<file path="src/rtl/turbo_pkg.sv">
// Shared constants, FSM state type and init-metric helper for the turbo MAP alpha recursion.
package turbo_pkg;

    localparam int unsigned NSTATES  = 8;
    localparam int unsigned MW       = 16;
    localparam int unsigned TMAX_W   = 17;
    localparam int unsigned LEN_W    = 13;
    localparam int          INIT_NEG = -4096;

    typedef enum logic [1:0] {
        StIdle,
        StInit,
        StRun,
        StFin
    } alpha_st_e;

    // State 0 starts at 0 (known start state); all others start strongly penalised.
    function automatic logic [MW-1:0] init_metric(input int unsigned s);
        logic [MW-1:0] m;
        m = (s == 0) ? '0 : MW'(INIT_NEG);
        return m;
    endfunction

endpackage

</file>
<file path="src/rtl/alpha_sat_sub.sv">
// Combinational 17-bit signed subtract (a - b) with saturation to MW bits and a sat flag.
module alpha_sat_sub
    import turbo_pkg::*;
(
    input  logic [TMAX_W-1:0] a_i,
    input  logic [TMAX_W-1:0] b_i,
    output logic [MW-1:0]     d_o,
    output logic              sat_o
);

    localparam int unsigned DW = TMAX_W + 1;

    logic [DW-1:0] diff;
    logic [DW-MW:0] hi;

    always_comb begin
        diff  = {a_i[TMAX_W-1], a_i} - {b_i[TMAX_W-1], b_i};
        // Result fits in MW bits only if all bits above the MW-bit sign agree with it.
        hi    = diff[DW-1:MW-1];
        sat_o = !((&hi) || !(|hi));
        if (sat_o) begin
            d_o = diff[DW-1] ? {1'b1, {(MW-1){1'b0}}} : {1'b0, {(MW-1){1'b1}}};
        end else begin
            d_o = diff[MW-1:0];
        end
    end

endmodule

</file>
<file path="src/rtl/alpha_norm_reg.sv">
// Forward state-metric register: normalises TMAX outputs to state 0, saturates and registers them.
// Optional saturation event counter enabled by defining ALPHA_SAT_CNT_EN.
module alpha_norm_reg
    import turbo_pkg::*;
(
    input  logic                    clk,
    input  logic                    rst_n,
    input  logic                    start,
    input  logic [LEN_W-1:0]        frame_len,
    input  logic                    in_valid,
    output logic                    in_ready,
    input  logic [NSTATES*TMAX_W-1:0] tmax_in,
    output logic [NSTATES*MW-1:0]   old_metric,
    output logic                    out_valid,
    output logic [LEN_W-1:0]        out_addr,
    output logic [NSTATES*MW-1:0]   out_alpha,
    output logic                    busy,
`ifdef ALPHA_SAT_CNT_EN
    output logic [15:0]             sat_cnt,
`endif
    output logic                    done
);

    alpha_st_e               state_q;
    logic [NSTATES*MW-1:0]   metric_q;
    logic [NSTATES*MW-1:0]   init_vec;
    logic [NSTATES*MW-1:0]   norm;
    logic [NSTATES-1:0]      sat;
    logic [LEN_W-1:0]        step_q;
    logic [LEN_W-1:0]        len_q;
    logic                    out_valid_q;
    logic [LEN_W-1:0]        out_addr_q;
    logic                    done_q;
    logic                    start_acc;
    logic                    step_acc;

    always_comb begin
        init_vec = '0;
        for (int unsigned s = 0; s < NSTATES; s++) begin
            init_vec[s*MW +: MW] = init_metric(s);
        end
    end

    for (genvar g = 0; g < NSTATES; g++) begin : g_sat
        alpha_sat_sub u_sat (
            .a_i   (tmax_in[g*TMAX_W +: TMAX_W]),
            .b_i   (tmax_in[0 +: TMAX_W]),
            .d_o   (norm[g*MW +: MW]),
            .sat_o (sat[g])
        );
    end

    assign start_acc = (state_q == StIdle) && start;
    assign step_acc  = (state_q == StRun) && in_valid;

    always_ff @(posedge clk) begin
        if (!rst_n) begin
            state_q     <= StIdle;
            metric_q    <= init_vec;
            step_q      <= '0;
            len_q       <= '0;
            out_valid_q <= 1'b0;
            out_addr_q  <= '0;
            done_q      <= 1'b0;
        end else begin
            out_valid_q <= 1'b0;
            done_q      <= 1'b0;
            unique case (state_q)
                StIdle: begin
                    if (start) begin
                        len_q       <= frame_len;
                        metric_q    <= init_vec;
                        step_q      <= '0;
                        // Init vector is emitted as step 0 during the INIT cycle.
                        out_valid_q <= 1'b1;
                        out_addr_q  <= '0;
                        state_q     <= StInit;
                    end
                end
                StInit: begin
                    step_q  <= {{(LEN_W-1){1'b0}}, 1'b1};
                    state_q <= (len_q == '0) ? StFin : StRun;
                end
                StRun: begin
                    if (in_valid) begin
                        metric_q    <= norm;
                        out_valid_q <= 1'b1;
                        out_addr_q  <= step_q;
                        step_q      <= step_q + 1'b1;
                        if (step_q == len_q) begin
                            state_q <= StFin;
                        end
                    end
                end
                StFin: begin
                    done_q  <= 1'b1;
                    state_q <= StIdle;
                end
                default: state_q <= StIdle;
            endcase
        end
    end

`ifdef ALPHA_SAT_CNT_EN
    logic [15:0] sat_cnt_q;

    always_ff @(posedge clk) begin
        if (!rst_n || start_acc) begin
            sat_cnt_q <= '0;
        end else if (step_acc && (|sat) && (sat_cnt_q != 16'hFFFF)) begin
            sat_cnt_q <= sat_cnt_q + 16'd1;
        end
    end

    assign sat_cnt = sat_cnt_q;
`endif

    assign in_ready   = (state_q == StRun);
    assign busy       = (state_q == StInit) || (state_q == StRun);
    assign old_metric = metric_q;
    assign out_alpha  = metric_q;
    assign out_valid  = out_valid_q;
    assign out_addr   = out_addr_q;
    assign done       = done_q;

endmodule

</file>
<file path="config.mk">
export PLATFORM = sky130hd
export DESIGN_NAME = alpha_norm_reg
export DESIGN_NICKNAME = d
export VERILOG_FILES = /design/src/rtl/turbo_pkg.sv /design/src/rtl/alpha_sat_sub.sv /design/src/rtl/alpha_norm_reg.sv
export SDC_FILE = /design/constraint.sdc
export NUM_CORES = 1
export LEC_CHECK = 0
export CAP_MARGIN = 20
export CORE_UTILIZATION = 43
export CTS_CLUSTER_SIZE = 40
export DETAILED_ROUTE_END_ITERATION = 6
export PLACE_DENSITY = 0.87
export SYNTH_ARGS = -nofsm -noshare
export SYNTH_HDL_FRONTEND = slang
export SYNTH_SLANG_ARGS = --single-unit
</file>
<file path="constraint.sdc">
create_clock -name clk -period 2.8 [get_ports clk]
set_input_delay 0.28 -clock clk [delete_from_list [all_inputs] [get_ports clk]]
set_output_delay 0.28 -clock clk [all_outputs]
set_load 0.005 [all_outputs]
</file>
==> impl_metrics.toml <==
[status]
status = "complete, but fails checks"
violations = "negative setup slack"

[sta]
setup_viol = 7
whs_ns = 0.311
skew_ns = 0.0111
hold_viol_final = 0
period_share_pct = 102
tightest_slew_ns = 0.683
fin_crit_ns = 2.84
fmax_mhz = 352
setup_ws_ns = -0.0447
setup_tns_ns = -0.114
slew_headroom_pct = 54.4
drv_slew = 0

[placed_design]
place_inst = 2708
dp_hpwl_um = 42400
dpl_cell_area_mm2 = 0.0196
place.gp.congestion = 0.973
io_buffers = 393

[yosys]
yosysSeqAreaShare_pct = 23.1
synth_compound_area_share_pct = 28.6
synthSimpleGateAreaFrac_pct = 18.0
ys_warn_count = 0
synth_cells = 1713
synth-seq-cells = 155
synth_edf_count = 0
netlist_area_mm2 = 0.0134
synthMuxAreaShare_pct = 0.457
synth-xor-area-share_pct = 5.54
syn_area_per_cell_um2 = 7.83
synth_async_sr_flop_share_pct = 0
synthAdderAreaFrac_pct = 12.6
synth_top_family_by_area = "compound AO/OA/AOI/OAI gates"
synth_cell_types = 103
synth-main-ff-cell = "dfxtp_1"

[worst_setup_path]
cp-startpoint = "tmax_in[18]"
r2r_start = "state_q[0]"
start_kind = "input pin"
critPathKind = "input pin to flop"
cpMostUsedCell = "buf_4"
rr_worst_depth = 11
cp.depth = 13
crit_chain = "clkdlybuf4s50_1, buf_4, ha_1, nor2b_1, o31a_1, o21ai_2, a311o_1, o211ai_1, buf_4, a211oi_4, buf_4, o21ai_0, a21oi_1"
crit_required_ns = 3.18
endpoint_kind = "flop"
critPathTopFamily = "compound AO/OA/AOI/OAI gates"
crit_path_max_fanout = 3
reg2reg_slack_ns = 0.23
crit_arrival_ns = 3.22
slowest_delay_ns = 0.48
crit_slowest_cell = "clkdlybuf4s50_1"
cp_num_buf_inv = 4

[clock_network]
cts_tree = "built"
root_buffer = "clkbuf_16"
cts.hold.buffers_added = 0
cts.reportedPaths.clkPinSlew_ns = 0.07
cts_buffers = 17
clock_sinks = 155
cts-htree-levels = 4
clockBufferDepth = 2
insertion_delay_ns = 0.45

[finish]
area_growth_pct = 63.7
layout.nets = 2670
layout-drive-gt1-share_pct = 28.3
final-seq-area_mm2 = 0.00310
utilization_pct = 71.6
multi_input_area_mm2 = 0.00999
fillers = 2220
instances_no_fill = 2799
postLayoutCellArea_mm2 = 0.0220

[power_and_ir_drop]
power_density_mw_per_mm2 = 489
ir_worst_vdd_mv = 0.455
leakagePower_nw = 9.29

[floorplanning]
pin_count = 426
dieHeight_um = 179
start_util_pct = 43.7
core-area_mm2 = 0.0307
dieArea_mm2 = 0.0319
die_w_um = 179
num_rows = 64

[global_route]
track_usage_pct = 33.7
grt_pass1_wl_um = 82400
antenna_found_initial = 5
grt_max_degree = 51
gr-total-overflow = 0
grt_pass1_vias = 15400

[route]
wire_per_inst_um = 20.8
via_per_inst = 5.88
wl_um = 58100
drtAntennaViolNets = 0
drc = 0
firstDrtPassIters = 6
dr_total_vias = 16400
drtIter0Drc = 1605

[min_path]
hp-start = "rst_n"
hold_class = "input pin to flop"
holdPathStages = 3

[run]
cap_violations = 0
[final timing paths]
kind,end
setup / recovery,old_metric[17]
hold / removal,old_metric[79]
setup reg to reg,old_metric[54]
hold reg to reg,old_metric[102]
[cells in the mapped netlist (38+ instances only)]
master	n	share of area (%)
a21oi_1	129	4.8
a31oi_1	53	2.5
buf_4	146	8.2
clkbuf_1	40	1.1
dfxtp_1	155	23
ha_1	124	12
inv_1	68	1.9
nand2_1	193	5.4
nand3_1	40	1.5
nor2_1	117	3.3
o21ai_0	97	3.6
xnor2_1	45	2.9
xor2_1	38	2.5
[final cells by class]
class	count	share of cell area, %
Clock inverter	12	0.849
Multi-Input combinational cell	1323	45.5
Antenna cell	5	0.0570
Sequential cell	155	14.1
Timing Repair Buffer	820	33.8
Clock buffer	19	2.06
Tap cell	396	2.26
Inverter	69	1.30
[registers in the layout, indices dropped and copies added, names as in the netlist]
| register | flops |
|---|---|
| step_q | 13 |
| out_addr | 13 |
| state_q | 2 |
| old_metric | 112 |
| out_valid | 1 |
| len_q | 13 |
| done | 1 |
[tightest hold or removal path, delay by kind of cell]
family	cells	cell delay, ns
buffers and inverters	2	0.37
and+or+nand+nor	1	0.08
[logic make-up after synthesis]
family	after synthesis
AO/OA/AOI/OAI	558
AND/OR/NAND/NOR	512
buffers and inverters	266
flip-flops	155
adder cells (fa/ha/maj)	131
XOR/XNOR	84
multiplexers	6
other	1
[per-stage QoR]
stage / total power [mW] / worst slack (ns)
after detailed placement: 7.48 / -0.798
after global routing: 11.2 / -0.0861
after CTS: 10.3 / -0.0284
after global placement: 7.35 / -0.726
after floorplan: 5.20 / 0.0788
final: 10.7 / -0.0447
[report_power, final]
| group | total, mW | internal, mW | switching, mW |
|---|---|---|---|
| Clock | 2.59 | 1.55 | 1.05 |
| Combinational | 5.52 | 2.67 | 2.85 |
| Sequential | 2.62 | 2.40 | 0.221 |
[timing repair]
item,4_1_cts,5_1_grt
setup buffers,23,27
gates cloned,4,1
resized for setup,112,172
endpoints found under the setup margin,108,105
pin swaps,30,88
[routing by layer]
metal | share of wire (%) | vias to the layer above | track usage (%) | routed length, um
met5 | 0.050 | - | 0 | 29
met4 | 6.8 | 4 | 20.9 | 3950
met3 | 8.6 | 240 | 5.58 | 5000
met2 | 47 | 973 | 57.5 | 27400
met1 | 37 | 7803 | 39.2 | 21700
li1 | - | 7428 | - | -
[cell usage in the layout, fill, tap and decap left out, types with 19 or more instances in the layout]
master / instances
o21ai_0: 73
a21o_1: 32
nand3_1: 37
xnor2_1: 44
xor2_1: 38
dfxtp_1: 155
o21a_1: 29
a21oi_1: 103
buf_12: 19
ha_1: 80
conb_1: 32
o211ai_1: 31
a31oi_1: 50
nor2_1: 113
ha_4: 37
clkdlybuf4s50_1: 368
nand2_1: 189
inv_1: 51
nand2b_1: 27
a21oi_2: 22
buf_4: 393
o21ai_1: 20
Note: power is estimated with default switching activity, not from simulation.
